$ cat src/rtl/if_id_pkg.sv
// Shared types and defaults for the IF/ID fetch queue.
// Entries pair a fetched instruction with its PC+2.
package if_id_pkg;

  localparam int unsigned INSTR_W_DEF = 16;
  localparam int unsigned PC_W_DEF    = 16;

  localparam logic [INSTR_W_DEF-1:0] NOP_VAL_DEF = 16'hFFFF;

  typedef struct packed {
    logic [INSTR_W_DEF-1:0] instr;
    logic [PC_W_DEF-1:0]    pcplus2;
  } fetch_entry_t;

  localparam int unsigned FETCH_ENTRY_W = INSTR_W_DEF + PC_W_DEF;

  // Wrapping increment for pointers into a non-power-of-two ring.
  function automatic int unsigned wrap_inc(input int unsigned ptr, input int unsigned depth);
    return (ptr == depth - 1) ? 0 : ptr + 1;
  endfunction

endpackage

$ cat src/rtl/if_id_queue_mem.sv
// Circular storage for the fetch queue: array, wrapping pointers and occupancy count.
// Reads are combinational from the head entry; clear resets pointers and count.
module if_id_queue_mem
  import if_id_pkg::*;
#(
  parameter int unsigned DEPTH  = 4,
  parameter int unsigned DATA_W = FETCH_ENTRY_W,
  localparam int unsigned CNT_W = $clog2(DEPTH + 1),
  localparam int unsigned PTR_W = (DEPTH > 1) ? $clog2(DEPTH) : 1
) (
  input  logic              clk,
  input  logic              reset_n,
  input  logic              clear,
  input  logic              wr_en,
  input  logic              rd_en,
  input  logic [DATA_W-1:0] wr_data,
  output logic [DATA_W-1:0] rd_data,
  output logic [CNT_W-1:0]  count,
  output logic              full,
  output logic              empty
);

  logic [DATA_W-1:0] mem [DEPTH];
  logic [PTR_W-1:0]  wr_ptr_q, wr_ptr_d;
  logic [PTR_W-1:0]  rd_ptr_q, rd_ptr_d;
  logic [CNT_W-1:0]  count_q, count_d;

  assign full    = (count_q == CNT_W'(DEPTH));
  assign empty   = (count_q == '0);
  assign count   = count_q;
  assign rd_data = mem[rd_ptr_q];

  always_comb begin
    wr_ptr_d = wr_ptr_q;
    rd_ptr_d = rd_ptr_q;
    count_d  = count_q;
    if (clear) begin
      wr_ptr_d = '0;
      rd_ptr_d = '0;
      count_d  = '0;
    end else begin
      if (wr_en) wr_ptr_d = PTR_W'(wrap_inc(int'(wr_ptr_q), DEPTH));
      if (rd_en) rd_ptr_d = PTR_W'(wrap_inc(int'(rd_ptr_q), DEPTH));
      unique case ({wr_en, rd_en})
        2'b10:   count_d = count_q + 1'b1;
        2'b01:   count_d = count_q - 1'b1;
        default: count_d = count_q;
      endcase
    end
  end

  always_ff @(posedge clk or negedge reset_n) begin
    if (!reset_n) begin
      wr_ptr_q <= '0;
      rd_ptr_q <= '0;
      count_q  <= '0;
    end else begin
      wr_ptr_q <= wr_ptr_d;
      rd_ptr_q <= rd_ptr_d;
      count_q  <= count_d;
    end
  end

  // Storage needs no reset; contents are only read when count says they are valid.
  always_ff @(posedge clk) begin
    if (wr_en && !clear) mem[wr_ptr_q] <= wr_data;
  end

endmodule

$ cat src/rtl/if_id_fetch_queue.sv
// IF/ID fetch queue: DEPTH-entry FIFO behind a registered output stage, with
// single-cycle bypass when empty, flush, stall, and NOP bubbles on the output.
module if_id_fetch_queue
  import if_id_pkg::*;
#(
  parameter int unsigned         INSTR_W = INSTR_W_DEF,
  parameter int unsigned         PC_W    = PC_W_DEF,
  parameter int unsigned         DEPTH   = 4,
  parameter logic [INSTR_W-1:0]  NOP_VAL = {INSTR_W{1'b1}},
  localparam int unsigned        OCC_W   = $clog2(DEPTH + 2)
) (
  input  logic               clk,
  input  logic               reset_n,
  input  logic               in_valid,
  output logic               in_ready,
  input  logic [INSTR_W-1:0] instr_in,
  input  logic [PC_W-1:0]    pcplus2_in,
  input  logic               stall,
  input  logic               flush,
  output logic               out_valid,
  output logic [INSTR_W-1:0] instr_out,
  output logic [PC_W-1:0]    pcplus2_out,
  output logic [OCC_W-1:0]   occupancy
);

  localparam int unsigned DATA_W = INSTR_W + PC_W;
  localparam int unsigned CNT_W  = $clog2(DEPTH + 1);

  typedef struct packed {
    logic [INSTR_W-1:0] instr;
    logic [PC_W-1:0]    pcplus2;
  } entry_t;

  localparam entry_t NopEntry = '{instr: NOP_VAL, pcplus2: '0};

  entry_t            in_entry, head_entry;
  entry_t            out_q, out_d;
  logic              out_valid_q, out_valid_d;
  logic [DATA_W-1:0] rd_data;
  logic [CNT_W-1:0]  count;
  logic              full, empty;
  logic              push, consume, load, pop, bypass, wr_en;

  assign in_entry   = '{instr: instr_in, pcplus2: pcplus2_in};
  assign head_entry = entry_t'(rd_data);

  // in_ready depends only on registered count, never on stall or flush.
  assign in_ready = !full;
  assign push     = in_valid && in_ready;
  assign consume  = out_valid_q && !stall;
  assign load     = !out_valid_q || consume;
  assign pop      = !flush && load && !empty;
  assign bypass   = !flush && load && empty && push;
  assign wr_en    = !flush && push && !bypass;

  if_id_queue_mem #(
    .DEPTH  (DEPTH),
    .DATA_W (DATA_W)
  ) u_mem (
    .clk     (clk),
    .reset_n (reset_n),
    .clear   (flush),
    .wr_en   (wr_en),
    .rd_en   (pop),
    .wr_data (in_entry),
    .rd_data (rd_data),
    .count   (count),
    .full    (full),
    .empty   (empty)
  );

  always_comb begin
    out_valid_d = out_valid_q;
    out_d       = out_q;
    if (flush) begin
      out_valid_d = 1'b0;
      out_d       = NopEntry;
    end else if (load) begin
      if (!empty) begin
        out_valid_d = 1'b1;
        out_d       = head_entry;
      end else if (push) begin
        out_valid_d = 1'b1;
        out_d       = in_entry;
      end else begin
        out_valid_d = 1'b0;
        out_d       = NopEntry;
      end
    end
  end

  always_ff @(posedge clk or negedge reset_n) begin
    if (!reset_n) begin
      out_valid_q <= 1'b0;
      out_q       <= NopEntry;
    end else begin
      out_valid_q <= out_valid_d;
      out_q       <= out_d;
    end
  end

  assign out_valid   = out_valid_q;
  assign instr_out   = out_q.instr;
  assign pcplus2_out = out_q.pcplus2;
  assign occupancy   = OCC_W'(count) + OCC_W'(out_valid_q);

endmodule
$ cat config.mk
export PLATFORM = sky130hd
export DESIGN_NAME = if_id_fetch_queue
export DESIGN_NICKNAME = d
export VERILOG_FILES = /design/src/rtl/if_id_pkg.sv /design/src/rtl/if_id_queue_mem.sv /design/src/rtl/if_id_fetch_queue.sv
export SDC_FILE = /design/constraint.sdc
export NUM_CORES = 1
export LEC_CHECK = 0
export ABC_AREA = 1
export BUFFER_PORTS_ARGS = -buffer_cell sky130_fd_sc_hd__buf_2
export CORE_MARGIN = 8
export CORE_UTILIZATION = 60
export DETAILED_ROUTE_END_ITERATION = 7
export PLACE_DENSITY_LB_ADDON = 0.05
export SLEW_MARGIN = 20
export SYNTH_ARGS = -nofsm -noshare
export SYNTH_HDL_FRONTEND = slang
export SYNTH_SLANG_ARGS = --single-unit
$ cat constraint.sdc
create_clock -name clk -period 4.47 [get_ports clk]
set_input_delay 0.2235 -clock clk [delete_from_list [all_inputs] [get_ports clk]]
set_output_delay 0.2235 -clock clk [all_outputs]
set_load 0.01 [all_outputs]
==> impl_metrics.ini, run 1 <==
[setup_path]
path_delay_family = simple AND/OR/NAND/NOR gates
path_max_fanout = 32
cp_slowest_cell = nor2_4
critPathBufInv = 0
slowest_delay_ps = 980
crit_type = register to register
critPathArrivalTime_ps = 2820
startpoint_type = register
r2r_cells = 6
endpoint_kind = register
path_cells = nand2_1 > nand2_4 > nor2_8 > nand2_8 > nand4_1 > nor2_4
crit_path_end = u_mem.mem[2][11]
critPathRequiredTime_ps = 4510
rrSetupSlack_ps = 1690
timing.rr.end = u_mem.mem[2][11]
setup.worst_path.start = out_valid
regToRegStartpoint = out_valid
path_depth = 6

[hold_path]
whs_path_depth = 1
min_from = pcplus2_in[13]
min_path_type = input pin to register

[status]
outcome = finished clean

[cells_and_area]
syn_to_final_growth_pct = 15.8
multi_input_area_sq_um = 1810
layout-drive-gt1-share_pct = 23.9
final_cells = 784
fill_cells = 798
diodes = 0
finalNetCount = 672
fin_util_pct = 70.4
seq_area_sq_um = 4870

[yosys]
async_flop_share_pct = 23.8
synth_edf_count = 128
syn_inst = 562
synthSimpleGateAreaFrac_pct = 17.0
synth_area_sq_um = 6890
yosys.cell_types.count = 34
syn_nets = 606
synth_seq_cells = 168
synth-adder-area-share_pct = 1.38
synthFlopType = edfxtp_1
synth_area_per_cell_sq_um = 12.3
synth.area.mux_share_pct = 0
synthXorXnorAreaFrac_pct = 0.254
synth.yosys.warnings = 0
synth_compound_area_share_pct = 7.29
yosysSeqAreaShare_pct = 70.7
synth_top_family_by_area = simple AND/OR/NAND/NOR gates

[grt]
grt_overflow_total = 0
grt_max_degree = 68
grt_usage_pct = 20.7
grt_pass1_wl_um = 23700
antenna_found_initial = 0
grt_pass1_vias = 4595

[floorplanning]
design.die.area_sq_um = 15200
fp.dieH_um = 123
io-pin-count = 74
die_x_um = 123
rows = 39
core-area_sq_um = 11300
start_util_pct = 60.8

[timing]
grt_setup_unrepaired = false
tns_ps = 0
maxSlewHeadroom_pct = 28.7
timing.final.crit_period_ps = 2780
timing.final.crit_share_pct = 62.1
hold_viol_final = 0
worstMarginPinSlew_ps = 1070
drv_slew = 0
skew_ps = 6.33
finalSetupViolCount = 0
fmax_ghz = 0.360

[placed_design]
gp_congestion = 0.828
dp.cells = 750
portBuffers = 73
dp.final_hpwl_um = 8320

[clocking]
clock_path_buffers = 2
htree_levels = 4
post_cts_buffers = 0
clk_pin_slew_ps = 60
cts_root_buf = clkbuf_16
insertion_delay_ps = 420
cts_tree = yes
numCtsBuffers = 17
clock-sinks = 168

[drt]
routedWlPerCell_um = 19.1
route.vias.total = 4515
drc_errors = 0
via_per_inst = 5.76
routed_wl_um = 15000
drt-pass1-iter-count = 4
ant_nets = 0
drt_first_iter_violations = 428

[power_and_ir_drop]
ir_drop_v = 0.000535
leakage_nw = 3.04
power_density_nw_per_um2 = 629

[job]
cap_violations = 0
==> Yosys cell counts (2+ instances only) <==
cell type	n	area, sq um
inv_1	14	52.6
o21ai_0	37	185
inv_2	2	7.51
nor2_1	77	289
edfxtp_1	128	3840
nor2_4	2	22.5
ha_1	6	75.1
buf_6	4	45.0
a31oi_1	2	12.5
a21oi_1	3	15.0
clkbuf_1	9	33.8
buf_2	12	60.1
buf_4	2	15.0
buf_1	2	7.51
nand2_1	90	338
dfrtp_1	24	601
nand2_4	2	22.5
o21ai_1	5	25.0
o22ai_1	17	106
nand3_1	83	415
nand2_2	4	25.0
o22ai_2	10	125
dfstp_2	16	420
==> per-stage QoR <==
step	instance area, sq um	setup slack, ps	total power, mW	hold WS (ps)
floorplan	6890	1660	3.03	-72.1
global placement	7310	1780	3.44	442
detailed placement	7310	1690	3.47	458
CTS	7940	1680	5.04	2.43
global route	7970	1540	5.27	20.9
finish	7970	1690	5.02	31.0
==> worst register-to-register path, stage by stage (launching register included) <==
cell and delay (ps):
dfrtp_1 370, nand2_1 160, nand2_4 160, nor2_8 100, nand2_8 180, nand4_1 420
nor2_4 980
==> where the power goes <==
part	switching [mW]	total [mW]	leakage, nW	internal, mW
Sequential	0.124	2.11	1.65	1.98
Clock	0.585	1.57	0.301	0.982
Combinational	0.923	1.34	1.09	0.420
Total	1.63	5.02	3.04	3.38
==> flip-flops by register name, indices dropped and copies added, names as in the netlist <==
signal / cells
instr_out: 16
out_valid: 1
pcplus2_out: 16
u_mem.count: 3
u_mem.mem: 128
u_mem.rd_ptr_q: 2
u_mem.wr_ptr_q: 2
==> routing by layer <==
metal	routed length (um)	track usage, %	vias to the layer above
li1	-	-	2114
met1	6640	28.1	2243
met2	7260	32.2	147
met3	954	4.89	11
met4	128	7.15	0
met5	0	0	-
==> placed cells by master, fill, tap and decap left out, types with 2 or more instances in the layout <==
master / synthesis / final
a21oi_1: 3 / 3
a31oi_1: 2 / 2
inv_1: 14 / 12
o22ai_1: 17 / 17
clkinv_2: 0 / 4
nand2_2: 4 / 4
nand3_1: 83 / 83
clkinv_1: 0 / 4
nand2_1: 90 / 90
bufinv_16: 0 / 5
buf_2: 12 / 72
nor2_1: 77 / 73
dfrtp_1: 24 / 23
inv_2: 2 / 2
o21ai_0: 37 / 37
dfstp_2: 16 / 16
ha_1: 6 / 6
clkbuf_16: 0 / 17
clkinvlp_4: 0 / 3
o22ai_2: 10 / 10
o21ai_1: 5 / 5
nand2_4: 2 / 2
buf_4: 2 / 3
edfxtp_1: 128 / 128
nor2_4: 2 / 6
==> how the worst min path moves through the flow <==
stage,endpoint,slack [ps]
floorplan,out_valid,-70
global placement,u_mem.wr_ptr_q[0],440
detailed placement,u_mem.rd_ptr_q[1],460
CTS,u_mem.rd_ptr_q[1],2
global route,u_mem.mem[2][15],20
finish,u_mem.mem[2][13],30
==> final cells by class <==
| class | count | area share, % |
|---|---|---|
| clock buffers | 17 | 5.34 |
| well taps | 143 | 2.24 |
| inverters | 17 | 0.879 |
| clock inverters | 15 | 2.60 |
| multi-input cells | 347 | 22.7 |
| flip-flops and latches | 168 | 61.0 |
| repair buffers | 77 | 5.18 |
==> cells by family (layout without fill, tap and decap cells) <==
family	after synthesis	in the layout
flip-flops	168	168
XOR/XNOR	2	2
buffers and inverters	47	126
AND/OR/NAND/NOR	262	262
adder cells (fa/ha/maj)	7	7
AO/OA/AOI/OAI	76	76
==> timing repair <==
| action | in CTS | in global routing |
|---|---|---|
| resized for setup | 0 | 0 |
| endpoints found under the hold margin | 0 | 24 |
| setup endpoints to repair | 0 | 0 |
| hold buffers | 0 | 1 |
Note: power is estimated with default switching activity, not from simulation.
==> run 2, diff against run 1 <==
--- a/config.mk
+++ b/config.mk
@@ -8,7 +8,7 @@
 export ABC_AREA = 1
 export BUFFER_PORTS_ARGS = -buffer_cell sky130_fd_sc_hd__buf_2
 export CORE_MARGIN = 8
-export CORE_UTILIZATION = 60
+export CORE_UTILIZATION = 53
 export DETAILED_ROUTE_END_ITERATION = 7
 export PLACE_DENSITY_LB_ADDON = 0.05
 export SLEW_MARGIN = 20
==> constraint.sdc (replaced) <==
create_clock -name clk -period 2.3 [get_ports clk]
set_input_delay 0.115 -clock clk [delete_from_list [all_inputs] [get_ports clk]]
set_output_delay 0.115 -clock clk [all_outputs]
set_load 0.01 [all_outputs]
==> impl_metrics.ini, run 2 (synthesis gave the netlist of run 1 again) <==
[status]
outcome = finished clean

[clocking]
clk_pin_slew_ps = 60
post_cts_buffers = 0
cts_tree = yes
cts_hold_buffers = 33
htree_levels = 4
post_cts_resized = 0
cts_root_buf = clkbuf_16
insertion_delay_ps = 430
clock_path_buffers = 2
numCtsBuffers = 17
clock-sinks = 168

[timing]
grt_setup_unrepaired = false
setup_ws_ps = 245
hold_viol_final = 0
skew_ps = 7.02
worstMarginPinSlew_ps = 806
finalSetupViolCount = 0
fmax_ghz = 0.487
timing.final.crit_share_pct = 89.3
tns_ps = 0
timing.final.crit_period_ps = 2050
maxSlewHeadroom_pct = 46.3
drv_slew = 0

[floorplanning]
fp.dieH_um = 130
design.die.area_sq_um = 16900
die_x_um = 130
io-pin-count = 74
core-area_sq_um = 12700
start_util_pct = 54.3
rows = 41

[cells_and_area]
seq_area_sq_um = 4870
layout_commonest_cell = edfxtp_1
largest_reg_flops = 128
finalNetCount = 724
final_cells = 865
finalInstanceArea_sq_um = 8470
diodes = 0
final_cell_mix = edfxtp_1, nand2_1, nand3_1, nor2_1, buf_2
multi_input_area_sq_um = 1810
top_register = u_mem.mem
syn_to_final_growth_pct = 23.0
fill_cells = 966
fin_util_pct = 66.8
layout-drive-gt1-share_pct = 25.0

[setup_path]
critPathRequiredTime_ps = 2670
rrSetupSlack_ps = 250
critPathArrivalTime_ps = 2420
regToRegStartpoint = u_mem.count[0]
timing.rr.end = u_mem.count[2]
crit_type = register to register
startpoint_type = register
endpoint_kind = register
r2r_cells = 10
path_max_fanout = 6

[job]
cap_violations = 0

[power_and_ir_drop]
power_density_nw_per_um2 = 1130
leakage_nw = 3.26
ir_drop_v = 0.000645

[grt]
grt_max_degree = 66
antenna_found_initial = 0
grt_pass1_wl_um = 25500
grt_pass1_vias = 4789
grt_overflow_total = 0
grt_usage_pct = 20.0

[drt]
via_per_inst = 5.41
drt-pass1-iter-count = 4
drt_first_iter_violations = 331
routedWlPerCell_um = 18.2
ant_nets = 0
drc_errors = 0
routed_wl_um = 15800
route.vias.total = 4678

[placed_design]
dp.final_hpwl_um = 9400
portBuffers = 73
postPlaceCellArea_sq_um = 7560
gp_congestion = 0.732
dp.cells = 800
pre_cts_slack_ps = 254

[hold_path]
whs_path_depth = 2
min_path_type = input pin to register
holdPathEnd = out_valid
min_from = flush
run 2: worst max-delay path, cell delays in order (launching register included):
cell and delay [ps]:
dfrtp_1 460, nor2_4 220, nand2_4 100, nand3_2 140
inv_1 70, fa_1 380, xnor2_1 230, nand3_1 120
a21oi_1 160, nand2_1 60, nand2_1 50
run 2: power breakdown:
group / switching (mW) / internal, mW
logic: 1.76 / 0.951
clock network: 1.14 / 1.62
registers: 0.290 / 3.84
total: 3.19 / 6.42
run 2: through the flow:
step	power (mW)	hold WS, ps
final	9.61	31.5
after global routing	10.2	35.6
after CTS	9.72	10.7
after detailed placement	6.91	251
after global placement	6.85	222
after floorplan	5.89	-181
run 2: worst max path at each step:
stage / from / cells past startpoint / slack (ps) / to
2_1_floorplan: out_valid / 6 / -510 / u_mem.mem[0][0]
3_3_place_gp: u_mem.count[0] / 10 / 340 / u_mem.count[2]
3_5_place_dp: u_mem.count[0] / 10 / 250 / u_mem.count[2]
4_1_cts: u_mem.count[0] / 10 / 240 / u_mem.count[2]
5_1_grt: u_mem.count[0] / 11 / 40 / u_mem.count[2]
6_report: u_mem.count[0] / 10 / 250 / u_mem.count[2]
run 2: area by class of cell:
| type | count | area share [%] |
|---|---|---|
| sequential | 168 | 57.5 |
| multi-input combinational | 347 | 21.4 |
| timing repair buffer | 129 | 11.0 |
| clock buffer | 20 | 5.28 |
| tap | 172 | 2.54 |
| clock inverter | 12 | 1.49 |
| inverter | 17 | 0.813 |
run 2: per-layer routing:
metal	track usage, %	wire, um
met5	0	0
met4	8.81	325
met1	25.5	6840
met2	32.7	7960
met3	4.04	651
==> run 3, diff against run 2 <==
--- a/config.mk
+++ b/config.mk
@@ -6,9 +6,10 @@
 export NUM_CORES = 1
 export LEC_CHECK = 0
 export ABC_AREA = 1
+export ABC_CLOCK_PERIOD_IN_PS = 2300
 export BUFFER_PORTS_ARGS = -buffer_cell sky130_fd_sc_hd__buf_2
 export CORE_MARGIN = 8
-export CORE_UTILIZATION = 53
+export CORE_UTILIZATION = 45
 export DETAILED_ROUTE_END_ITERATION = 7
 export PLACE_DENSITY_LB_ADDON = 0.05
 export SLEW_MARGIN = 20
==> impl_metrics.ini, run 3 (synthesis gave the netlist of run 1 again) <==
[floorplanning]
design.die.area_sq_um = 19500
die_x_um = 140
start_util_pct = 45.6
rows = 45
core-area_sq_um = 15100
fp.dieH_um = 140
io-pin-count = 74

[setup_path]
timing.rr.end = u_mem.mem[2][6]
path_delay_family = simple AND/OR/NAND/NOR gates
regToRegStartpoint = out_valid
path_depth = 7
r2r_cells = 7
path_max_fanout = 32
cp_slowest_cell = nor2_4
startpoint_type = register
crit_path_end = u_mem.mem[2][6]
slowest_delay_ps = 810
crit_type = register to register
endpoint_kind = register
path_cells = nand2_2 > nand2_4 > nor2_8 > nand2_8 > nand4_1 > buf_6 > nor2_4
rrSetupSlack_ps = 160
critPathBufInv = 1
critPathArrivalTime_ps = 2170
critPathRequiredTime_ps = 2330
setup.worst_path.start = out_valid

[grt]
grt_overflow_total = 0
grt_usage_pct = 17.1
grt_max_degree = 41
antenna_found_initial = 0
grt_pass1_vias = 4662
grt_pass1_wl_um = 25900

[drt]
via_per_inst = 5.29
drt-pass1-iter-count = 5
route.vias.total = 4667
drc_errors = 0
routedWlPerCell_um = 18.4
routed_wl_um = 16200
drt_first_iter_violations = 324
ant_nets = 0

[clocking]
cts_tree = yes
clock_path_buffers = 2
clk_pin_slew_ps = 60
insertion_delay_ps = 420
numCtsBuffers = 17
htree_levels = 4
clock-sinks = 168
cts_root_buf = clkbuf_16

[cells_and_area]
largest_reg_flops = 128
finalNetCount = 725
finalInstanceArea_sq_um = 8450
fin_util_pct = 56.0
top_register = u_mem.mem
final_cells = 882
diodes = 0
syn_to_final_growth_pct = 22.8
final_cell_mix = edfxtp_1, nand2_1, nand3_1, nor2_1, buf_2
layout-drive-gt1-share_pct = 24.8
layout_commonest_cell = edfxtp_1

[placed_design]
dp.cells = 816
dp.final_hpwl_um = 9530
portBuffers = 73
gp_congestion = 0.770
pre_cts_slack_ps = 76.4
postPlaceCellArea_sq_um = 7550

[timing]
hold_viol_final = 0
worstMarginPinSlew_ps = 1070
hold_slack_ps = 86.7
finalSetupViolCount = 0
drv_slew = 0
tns_ps = 0
maxSlewHeadroom_pct = 28.3
fmax_ghz = 0.467
timing.final.crit_period_ps = 2140
skew_ps = 11.1
timing.final.crit_share_pct = 93.0
setup_ws_ps = 160
grt_setup_unrepaired = true

[power_and_ir_drop]
ir_drop_v = 0.000600
power_density_nw_per_um2 = 1130
total_power_mw = 9.58
leakage_nw = 3.25

[status]
outcome = finished clean

[hold_path]
min_path_type = input pin to register
min_from = flush

[job]
cap_violations = 0
==> run 3: how the worst min path moves through the flow <==
stage | cells past startpoint | to | slack (ps)
finish | 3 | out_valid | 90
global placement | 1 | u_mem.count[1] | 160
detailed placement | 1 | u_mem.count[1] | 190
CTS | 3 | out_valid | 70
global route | 3 | out_valid | 80
floorplan | 0 | out_valid | -180
==> run 3: layout make-up <==
cell class / instances / area [sq um]
clock buffers: 22 / 464
clock inverters: 10 / 77.6
fillers: 1273 / 6640
inverters: 17 / 68.8
multi-input cells: 347 / 1820
flip-flops and latches: 168 / 4870
well taps: 188 / 235
repair buffers: 130 / 925
==> run 3: layer usage <==
layer  global-route usage [%]  vias up  part of all wire, %
li1                         -     2224                    -
met5                        0        -                    0
met4                     5.09        0                  1.2
met1                     23.0     2316                   47
met2                     27.0      109                   47
met3                     4.04       18                  4.5
==> run 3: timing repair <==
| item | in CTS | in global routing |
|---|---|---|
| setup endpoints to repair | 0 | 96 |
| hold buffers | 33 | 0 |
| buffers inserted | 0 | 0 |
| hold endpoints to repair | 167 | 0 |
| resized for setup | 0 | 2 |
==> run 3: worst min-delay path, cell delays in order <==
cell and delay [ps]:
buf_2 130, buf_4 170, a31oi_1 50
==> run 3: power by group <==
group | total, mW | internal, mW | switching [mW]
logic | 2.88 | 1.01 | 1.87
clock network | 2.62 | 1.53 | 1.09
registers | 4.07 | 3.85 | 0.220
